File: src/rtl/instruction_fetch_if.sv
// Fetch-stage bus: instruction-memory request/ack channel plus the
// valid/ready handoff (with branch/jump redirect) toward decode.
interface instruction_fetch_if;
    logic        imem_req;
    logic [31:0] imem_addr;
    logic        imem_ack;
    logic [31:0] imem_rdata;
    logic [31:0] instruction;
    logic [31:0] pc_out;
    logic        instr_valid;
    logic        instr_ready;
    logic        branch_taken;
    logic [31:0] branch_offset;
    logic        jump;
    logic [25:0] jump_target;

    modport master (
        output imem_req, imem_addr, instruction, pc_out, instr_valid,
        input  imem_ack, imem_rdata, instr_ready, branch_taken, branch_offset, jump, jump_target
    );

    modport slave (
        input  imem_req, imem_addr, instruction, pc_out, instr_valid,
        output imem_ack, imem_rdata, instr_ready, branch_taken, branch_offset, jump, jump_target
    );
endinterface

File: src/rtl/instruction_fetch.sv
// Single-outstanding instruction fetch unit: requests the word at pc, registers it for
// decode, and computes the next pc (jump > taken branch > sequential) on handoff.
module instruction_fetch #(
    parameter logic [31:0] RESET_PC = 32'h0040_0000
) (
    input logic                 clk,
    input logic                 rst_n,
    instruction_fetch_if.master bus
);
    typedef enum logic [1:0] {StIdle, StReq, StValid} state_e;

    state_e      state_q, state_d;
    logic [31:0] pc_q, pc_d;
    logic [31:0] pc_out_q, pc_out_d;
    logic [31:0] instr_q, instr_d;
    logic [31:0] pc_plus4, branch_pc, jump_pc, next_pc;

    always_comb begin
        pc_plus4  = pc_out_q + 32'd4;
        branch_pc = pc_plus4 + (bus.branch_offset << 2);
        jump_pc   = {pc_plus4[31:28], bus.jump_target, 2'b00};
        if (bus.jump) begin
            next_pc = jump_pc;
        end else if (bus.branch_taken) begin
            next_pc = branch_pc;
        end else begin
            next_pc = pc_plus4;
        end
    end

    always_comb begin
        state_d         = state_q;
        pc_d            = pc_q;
        pc_out_d        = pc_out_q;
        instr_d         = instr_q;
        bus.imem_req    = 1'b0;
        bus.instr_valid = 1'b0;
        unique case (state_q)
            StIdle: begin
                state_d = StReq;
            end
            StReq: begin
                bus.imem_req = 1'b1;
                if (bus.imem_ack) begin
                    instr_d  = bus.imem_rdata;
                    pc_out_d = pc_q;
                    state_d  = StValid;
                end
            end
            StValid: begin
                bus.instr_valid = 1'b1;
                // Redirect inputs only matter on the handoff cycle itself.
                if (bus.instr_ready) begin
                    pc_d    = next_pc;
                    state_d = StReq;
                end
            end
            default: begin
                state_d = StIdle;
            end
        endcase
    end

    always_ff @(posedge clk or negedge rst_n) begin
        if (!rst_n) begin
            state_q  <= StIdle;
            pc_q     <= RESET_PC;
            pc_out_q <= RESET_PC;
            instr_q  <= 32'd0;
        end else begin
            state_q  <= state_d;
            pc_q     <= pc_d;
            pc_out_q <= pc_out_d;
            instr_q  <= instr_d;
        end
    end

    assign bus.imem_addr   = pc_q;
    assign bus.instruction = instr_q;
    assign bus.pc_out      = pc_out_q;
endmodule

File: src/flat_wrapper.sv
// flat-port wrapper written by rule: the top's interface ports become plain ports
module instruction_fetch_flat 
#(
    parameter logic [31:0] RESET_PC = 32'h0040_0000
)
  (clk, rst_n, bus_imem_req, bus_imem_addr, bus_instruction, bus_pc_out, bus_instr_valid, bus_imem_ack, bus_imem_rdata, bus_instr_ready, bus_branch_taken, bus_branch_offset, bus_jump, bus_jump_target);
  instruction_fetch_if bus_i ();
  input logic clk;
  input logic rst_n;
  output wire logic [$bits(bus_i.imem_req)-1:0] bus_imem_req;
  output wire logic [$bits(bus_i.imem_addr)-1:0] bus_imem_addr;
  output wire logic [$bits(bus_i.instruction)-1:0] bus_instruction;
  output wire logic [$bits(bus_i.pc_out)-1:0] bus_pc_out;
  output wire logic [$bits(bus_i.instr_valid)-1:0] bus_instr_valid;
  input wire logic [$bits(bus_i.imem_ack)-1:0] bus_imem_ack;
  input wire logic [$bits(bus_i.imem_rdata)-1:0] bus_imem_rdata;
  input wire logic [$bits(bus_i.instr_ready)-1:0] bus_instr_ready;
  input wire logic [$bits(bus_i.branch_taken)-1:0] bus_branch_taken;
  input wire logic [$bits(bus_i.branch_offset)-1:0] bus_branch_offset;
  input wire logic [$bits(bus_i.jump)-1:0] bus_jump;
  input wire logic [$bits(bus_i.jump_target)-1:0] bus_jump_target;
  assign bus_imem_req = bus_i.imem_req;
  assign bus_imem_addr = bus_i.imem_addr;
  assign bus_instruction = bus_i.instruction;
  assign bus_pc_out = bus_i.pc_out;
  assign bus_instr_valid = bus_i.instr_valid;
  assign bus_i.imem_ack = bus_imem_ack;
  assign bus_i.imem_rdata = bus_imem_rdata;
  assign bus_i.instr_ready = bus_instr_ready;
  assign bus_i.branch_taken = bus_branch_taken;
  assign bus_i.branch_offset = bus_branch_offset;
  assign bus_i.jump = bus_jump;
  assign bus_i.jump_target = bus_jump_target;
  instruction_fetch #(.RESET_PC(RESET_PC)) u_core (.clk(clk), .rst_n(rst_n), .bus(bus_i));
endmodule
File: config.mk
export PLATFORM = sky130hd
export DESIGN_NAME = instruction_fetch_flat
export DESIGN_NICKNAME = d
export VERILOG_FILES = /design/src/rtl/instruction_fetch_if.sv /design/src/rtl/instruction_fetch.sv /design/src/flat_wrapper.sv
export SDC_FILE = /design/constraint.sdc
export NUM_CORES = 1
export LEC_CHECK = 0
export BUFFER_PORTS_ARGS = -buffer_cell sky130_fd_sc_hd__buf_2
export CAP_MARGIN = 15
export CORE_MARGIN = 2
export CORE_UTILIZATION = 49
export CTS_CLUSTER_SIZE = 30
export DETAILED_ROUTE_END_ITERATION = 7
export PLACE_DENSITY = 0.85
export SYNTH_ARGS = -nofsm -noshare
export SYNTH_HDL_FRONTEND = slang
export SYNTH_SLANG_ARGS = --single-unit
File: constraint.sdc
create_clock -name clk -period 7.15 [get_ports clk]
set_input_delay 0 -clock clk [delete_from_list [all_inputs] [get_ports clk]]
set_output_delay 0 -clock clk [all_outputs]
set_load 0.01 [all_outputs]
==> results of run 1 <==
worst max-delay path: stages, from the launching register on:
cell,delay [ps]
dfrtp_1,450
and4_1,400
nand2_1,160
nor3_2,350
nand2_1,120
xnor2_1,250
ha_1,380
a21oi_1,290
nor2_1,100
nor4b_1,310
o41ai_2,160
a41oi_4,240
o21bai_2,90
a211oi_2,300
xnor2_1,180
o21ai_1,90
flip-flops by register name, indices dropped and copies added, names as in the netlist:
| name | count |
|---|---|
| u_core.bus.imem_addr | 32 |
| u_core.bus.pc_out | 32 |
| u_core.bus.instruction | 32 |
| u_core.state_q | 2 |
routing by layer:
| metal | up-vias | wire length [µm] |
|---|---|---|
| li1 | 2794 | - |
| met1 | 2758 | 8040 |
| met2 | 255 | 8720 |
| met3 | 48 | 1290 |
| met4 | 0 | 592 |
| met5 | - | 0 |
stage by stage:
step / util (%) / area (µm²)
floorplan: - / 6370
global placement: 58.8 / 7440
detailed placement: 58.8 / 7440
CTS: 64.9 / 8220
global route: 65.0 / 8230
finish: 65.0 / 8240
synthesized netlist by cell type (2+ instances only):
master	instances	area share, %
nand3_1	19	1.5
and4_1	6	0.82
dfstp_2	2	0.82
nor2_1	35	2.1
buf_6	2	0.35
nor2b_1	7	0.69
nand4_1	14	1.4
buf_2	4	0.31
clkbuf_1	20	1.2
nand2_1	71	4.2
and2_1	2	0.20
nor3_1	5	0.39
ha_1	37	7.3
buf_1	2	0.12
a211oi_1	11	1.3
o31ai_1	4	0.47
dfrtp_1	96	38
inv_1	12	0.71
o21ai_0	42	3.3
a211o_1	2	0.27
and3_1	12	1.2
xnor2_1	32	4.4
a21oi_1	41	3.2
o21ai_2	3	0.41
nand3b_1	3	0.35
xor2_1	20	2.7
nand2b_1	3	0.29
a22oi_1	3	0.35
a31oi_1	4	0.39
mux2_2	66	12
a21o_1	9	1.1
mux2i_1	9	1.4
o41ai_2	2	0.51
o21bai_1	4	0.47
o21ai_1	3	0.24
cell usage in the layout (no fill, tap or decap), types with 7 or more instances in the layout:
master / n
nand3_1: 19
xor2_1: 20
ha_1: 37
o21ai_0: 42
clkbuf_16: 9
inv_1: 12
xnor2_1: 32
nor2b_1: 7
nor2_1: 35
a211oi_1: 11
dfrtp_1: 96
a21oi_1: 41
dlygate4sd3_1: 49
buf_2: 190
and3_1: 12
mux2i_1: 9
a21o_1: 9
nand4_1: 14
nand2_1: 70
mux2_2: 66
power by group:
group | total, mW | internal [mW] | switching (mW)
Clock | 0.466 | 0.250 | 0.216
Sequential | 1.04 | 0.809 | 0.226
Combinational | 1.82 | 0.827 | 0.990
Total | 3.32 | 1.89 | 1.43
what timing repair did:
item,CTS,global route
hold buffers,49,0
gates resized for setup,0,0
endpoints found under the hold margin,65,0
cells by family (layout without fill, tap and decap cells):
| logic type | after synthesis | in the layout | synth area share [%] |
|---|---|---|---|
| xor+xnor | 52 | 52 | 7.15 |
| flops | 98 | 98 | 38.5 |
| mux | 76 | 76 | 13.3 |
| simple gates | 186 | 186 | 14.2 |
| other cells | 0 | 1 | 0 |
| fa+ha+maj | 38 | 38 | 7.58 |
| buf+inv | 40 | 272 | 2.67 |
| compound gates | 152 | 152 | 16.6 |
layout make-up:
type / count / area [µm²]
clock buffer: 10 / 239
sequential: 98 / 2450
clock inverter: 6 / 47.5
multi-input combinational: 504 / 3750
tap: 172 / 215
inverter: 12 / 45.0
timing repair buffer: 244 / 1480
fill: 986 / 4440
antenna: 1 / 2.50
path summary, 6_finish.rpt:
check,from,to,slack (ps),depth (start not counted)
setup / recovery,u_core.bus.pc_out[4],u_core.bus.imem_addr[31],3150,15
min in group asynchronous,rst_n,u_core.bus.imem_addr[7],70,2
setup reg to reg,u_core.bus.pc_out[4],u_core.bus.imem_addr[31],3150,15
hold / removal,bus_jump_target[12],u_core.bus.imem_addr[14],5,3
max in group asynchronous,rst_n,u_core.bus.pc_out[23],5790,3
hold reg to reg,u_core.bus.instruction[13],u_core.bus.instruction[13],500,1
==> results.md, run 1 <==
- Final Slew Violations: 0
- # port buffers: 191
- # DRC: 0
- Met2 Use GR: 43.7%
- Layout cell share with drive strength beyond 1: 34.7%
- Element type at the critical path start: flip-flop
- Final nets: 1,003
- Worst-Margin Slew: 1010 ps
- Via-to-Cell Ratio: 5.59
- Number of flops mapped to enable cells by yosys: 0
- Avg WL per Cell: 17.8 µm
- Post-Syn Instances: 642
- Worst Path Required: 7360 ps
- Via Count: 5,855
- Met1 Usage GRT: 35.4%
- Die area: 0.0139 mm²
- Dpl cells: 980
- Total GRT Usage: 26.7%
- GR Overflow Total: 0
- Post-synthesis sequential area ratio: 38.5%
- Post-synthesis register bit count: 98
- Initial antenna violation count: 0
- M3 GR Usage: 5.33%
- First-pass GRT wire length: 29.8 mm
- CP endpoint kind: flip-flop
- CORE AREA: 0.0127 mm²
- Min-delay worst type: in -> reg
- Non-Filler Instances: 1,047
- Post-DRT Antenna Nets: 0
- Crit path max fanout: 7
- Setup Crit Path Kind: reg -> reg
- Routability Congestion: 0.901
- Number of max-cap violations: 0
- Leakage: 4.01 nW
- Overall Power: 3.32 mW
- Power Density: 403 mW/mm²
- Fin. Hold Viols: 0
- CTS tree: built
- Final period utilization: 56.0%
- Die width: 118 µm
- I/O pin count: 194
- Crit path DAT: 4210 ps
- Worst-Skew Late Latency: 340 ps
- Min Clock Period, post-route: 4000 ps
- Max clock buf depth: 2
- Pre-Repair DR Iteration Count: 5
- Die Span Y: 118 µm
- Worst VDD drop: 0.210 mV
- Pre-CTS WS: 3220 ps
- Mapped Area: 0.00637 mm²
- GR peak layer: met2
- Root buffer cell: clkbuf_16
- Setup_tns: 0 ps
- Worst hold slack: 4.56 ps
- Clock sink count: 98
- Final Routed Wirelength: 18.6 mm
- Setup repair bufs after CTS: 0
- YS warnings: 0
- Largest net degree at the start of global routing: 81
- Slew HR: 33.0%
- Mean Syn Cell Area: 9.92 µm²
- Row Count: 41
- Synth cell types: 70
- CTS buffer count: 9
- Top_reg_cell synth: dfrtp_1
- Area growth syn-to-layout: 29.3%
- Worst-path clk slew: 70 ps
- Clock Skew: 8.15 ps
- CTS H-tree depth: 3
- Slack of the critical path: 3150 ps
- RSZ-0062 raised after global routing: false
- Outcome: finished, final reports clean
- Synthesized Nets: 776
- Number of global-route vias before repair: 5,834
- Fmax: 250 MHz
- FFs w/ async S/R, synth: 100%
- Setup-failing EPs final: 0
- Initial drt markers: 402
- Initial core utilization: 50.3%
- Post-detail-place hpwl: 13.2 mm
(Power assumes the default switching activity.)
==> run 2: changes to the inputs <==
ABC_AREA = 1   (was not set)
PLACE_DENSITY = 0.83   (was 0.85)
clock period = 4 ns   (was 7.15 ns; I/O delays follow)
==> results.md, run 2 <==
- Worst VDD drop: 0.481 mV (+130%)
- Total GRT Usage: 29.5% (+2.7 points)
- # diodes: 0 (-1)
- Commonest non-fill, non-tap cell in the layout: nand2_1
- Element type at the critical path start: flip-flop
- Pre-Repair DR Iteration Count: 5 (unchanged)
- Largest net degree at the start of global routing: 63 (-22%)
- CTS tree: built
- Fmax: 300 MHz (+20%)
- Hold Path End: u_core.bus.imem_addr[5]
- Initial antenna violation count: 0 (unchanged)
- Layout cell share with drive strength beyond 1: 22.0% (-13 points)
- Final period utilization: 83.4% (+27 points)
- Crit path DAT: 3560 ps (-650 ps)
- Most used cell, CP: nand2_1
- Setup Crit Path Kind: reg -> reg
- Mapped Area: 0.00726 mm² (+14%)
- Number of flops mapped to enable cells by yosys: 0 (unchanged)
- CTS buffer count: 9 (unchanged)
- Slowest stage cell on the critical path: dfrtp_1
- Via-to-Cell Ratio: 5.25 (-6.1%)
- Fin area: 0.00905 mm² (+10%)
- Row Count: 44 (+7.3%)
- Synth cell types: 43 (-39%)
- CORE AREA: 0.0145 mm² (+14%)
- Outcome: finished, final reports clean
- Worst-Skew Late Latency: 350 ps (about the same)
- Slew HR: 37.1% (+4.1 points)
- Min-delay worst type: in -> reg
- Avg WL per Cell: 16.0 µm (-10%)
- YS warnings: 0 (unchanged)
- First-pass GRT wire length: 37.1 mm (+25%)
- Reg2reg end: u_core.bus.imem_addr[23]
- Initial drt markers: 729 (+81%)
- I/O pin count: 194 (unchanged)
- Die Span Y: 126 µm (+6.5%)
- RSZ-0062 raised after global routing: false
- GR Overflow Total: 0 (unchanged)
- Synthesized Nets: 1,179 (+52%)
- R2R setup slack: 660 ps (-2480 ps)
- Fin. Hold Viols: 0 (unchanged)
- Initial core utilization: 50.1% (-0.16 points)
- Main area contributors after synthesis: dfrtp_1, nand2_1, inv_1
- Fillers: 1,352 (+37%)
- Final Slew Violations: 0 (unchanged)
- Final core utilization: 62.5% (-2.5 points)
- # port buffers: 191 (unchanged)
- Post-detail-place hpwl: 18.0 mm (+37%)
- Max clock buf depth: 2 (unchanged)
- Dpl cell area: 0.00840 mm² (+13%)
- Routability Congestion: 1.01 (+12%)
- Min Clock Period, post-route: 3340 ps (-667 ps)
- # DRC: 0 (unchanged)
- Crit path largest cell delay: 540 ps (+90 ps)
- Number of max-cap violations: 0 (unchanged)
- Top cell type's share of synthesized area: 33.1% (-4.6 points)
- Root buffer cell: clkbuf_16
- Die area: 0.0158 mm² (+13%)
- Area growth syn-to-layout: 24.8%
- Final nets: 1,402 (+40%)
- Mean Syn Cell Area: 6.94 µm² (-30%)
- Worst-Margin Slew: 943 ps (-62.8 ps)
- Clock Skew: 6.79 ps (-1.36 ps)
- Setup-failing EPs final: 0 (unchanged)
- Number of global-route vias before repair: 7,338 (+26%)
- Commonest cells after routing, fill and taps aside: nand2_1, buf_2, inv_1, nor2_1, dfrtp_1
- Post-synthesis register bit count: 98 (unchanged)
- Post-DRT Antenna Nets: 0 (unchanged)
- Hold wc startpoint: bus_jump_target[3]
- Worst-path clk slew: 70 ps (about the same)
- Die width: 126 µm (+6.5%)
- FF-to-FF Start: u_core.bus.pc_out[2]
- Final Routed Wirelength: 23.3 mm (+25%)
- Setup_tns: 0 ps (unchanged)
- FFs w/ async S/R, synth: 100% (unchanged)
- CTS H-tree depth: 3 (unchanged)
- Top post-synthesis cells by count: nand2_1, inv_1, nor2_1, dfrtp_1, nand3_1
- Overall Power: 6.63 mW (+100%)
- Post-Syn Instances: 1,045 (+63%)
- Cell count of the worst hold path: 3 (unchanged)
- Cell Chain, Critical Path: ha_1 -> inv_1 -> nor2_2 -> nand2_1 -> inv_1 -> nand3_1 -> xor2_1 -> inv_1 -> ha_1 -> nand2_1 -> nor2_1 -> nand2_1 -> inv_1 -> nand3_1 -> nand3_1 -> nand2_1 -> nand3_1 -> nand2_1 -> nand2_1 -> nand2_1
- Post-synthesis sequential area ratio: 33.8% (-4.7 points)
- Power Density: 733 mW/mm² (+82%)
- Worst Path Required: 4230 ps (-3130 ps)
- CP Launch Point: u_core.bus.pc_out[2]
- Crit path max fanout: 8 (+1)
- Clock sink count: 98 (unchanged)
- Area leader, netlist: dfrtp_1
- Via Count: 7,647 (+31%)
- Count leader, synth: nand2_1
- Top_reg_cell synth: dfrtp_1
- Reg2reg path depth: 20 (+5)
- Leakage: 5.07 nW (+26%)
- CP endpoint kind: flip-flop
-- run 2: critical path: cells and delay by family (launching register included) --
kind | cells | cell delay [ps]
adders and majority gates | 2 | 620
and+or+nand+nor | 13 | 1470
buffers and inverters | 4 | 370
DFF | 1 | 540
xor gates and xnor gates | 1 | 220
-- run 2: logic make-up after synthesis --
group                      Yosys count  share of synthesized area [%]
and+or+nand+nor                    541                           31.3
xor gates and xnor gates            22                           2.76
adders and majority gates           38                           6.66
DFF                                 98                           33.8
AOI/OAI and AO/OA                  118                           9.02
muxes                               44                           6.83
buffers and inverters              184                           9.60
-- run 2: power by group --
group / total [mW] / internal, mW / switching, mW
clock: 0.814 / 0.426 / 0.388
sequential: 1.95 / 1.48 / 0.469
combinational: 3.87 / 1.49 / 2.38
-- run 2: what timing repair did --
action                    4_1_cts  5_1_grt
resized for setup               0        0
hold endpoints to repair       96        0
hold buffers                   38        0
setup buffers                   0        0
-- run 2: metrics by stage --
stage / std cells / hold WS, ps / setup WS [ps]
global route: 1457 / 29.5 / 418
detailed placement: 1403 / 127 / 757
global placement: 1403 / 127 / 852
CTS: 1457 / 11.5 / 720
floorplan: 1045 / -296 / 1300
finish: 1457 / 1.52 / 665
-- run 2: layer usage --
| layer | part of all wire (%) | GRT usage, % |
|---|---|---|
| met3 | 8.7 | 6.29 |
| met2 | 47 | 49.1 |
| met4 | 2.7 | 9.61 |
| met1 | 42 | 38.4 |
| met5 | 0 | 0 |
-- run 2: how the worst max path moves through the flow --
stage	endpoint	slack, ps
after CTS	u_core.bus.imem_addr[23]	720
after floorplan	u_core.bus.imem_addr[23]	1300
after detailed placement	u_core.bus.imem_addr[23]	760
after global routing	u_core.bus.imem_addr[23]	420
after global placement	u_core.bus.imem_addr[23]	850
final	u_core.bus.imem_addr[23]	660
-- run 2: cell type report --
class	count	area [µm²]	area share, %
clock buffers	9	225	2.49
clock inverters	7	52.6	0.580
inverters	162	608	6.72
multi-input cells	763	4110	45.4
flip-flops and latches	98	2450	27.1
well taps	184	230	2.54
repair buffers	234	1380	15.2
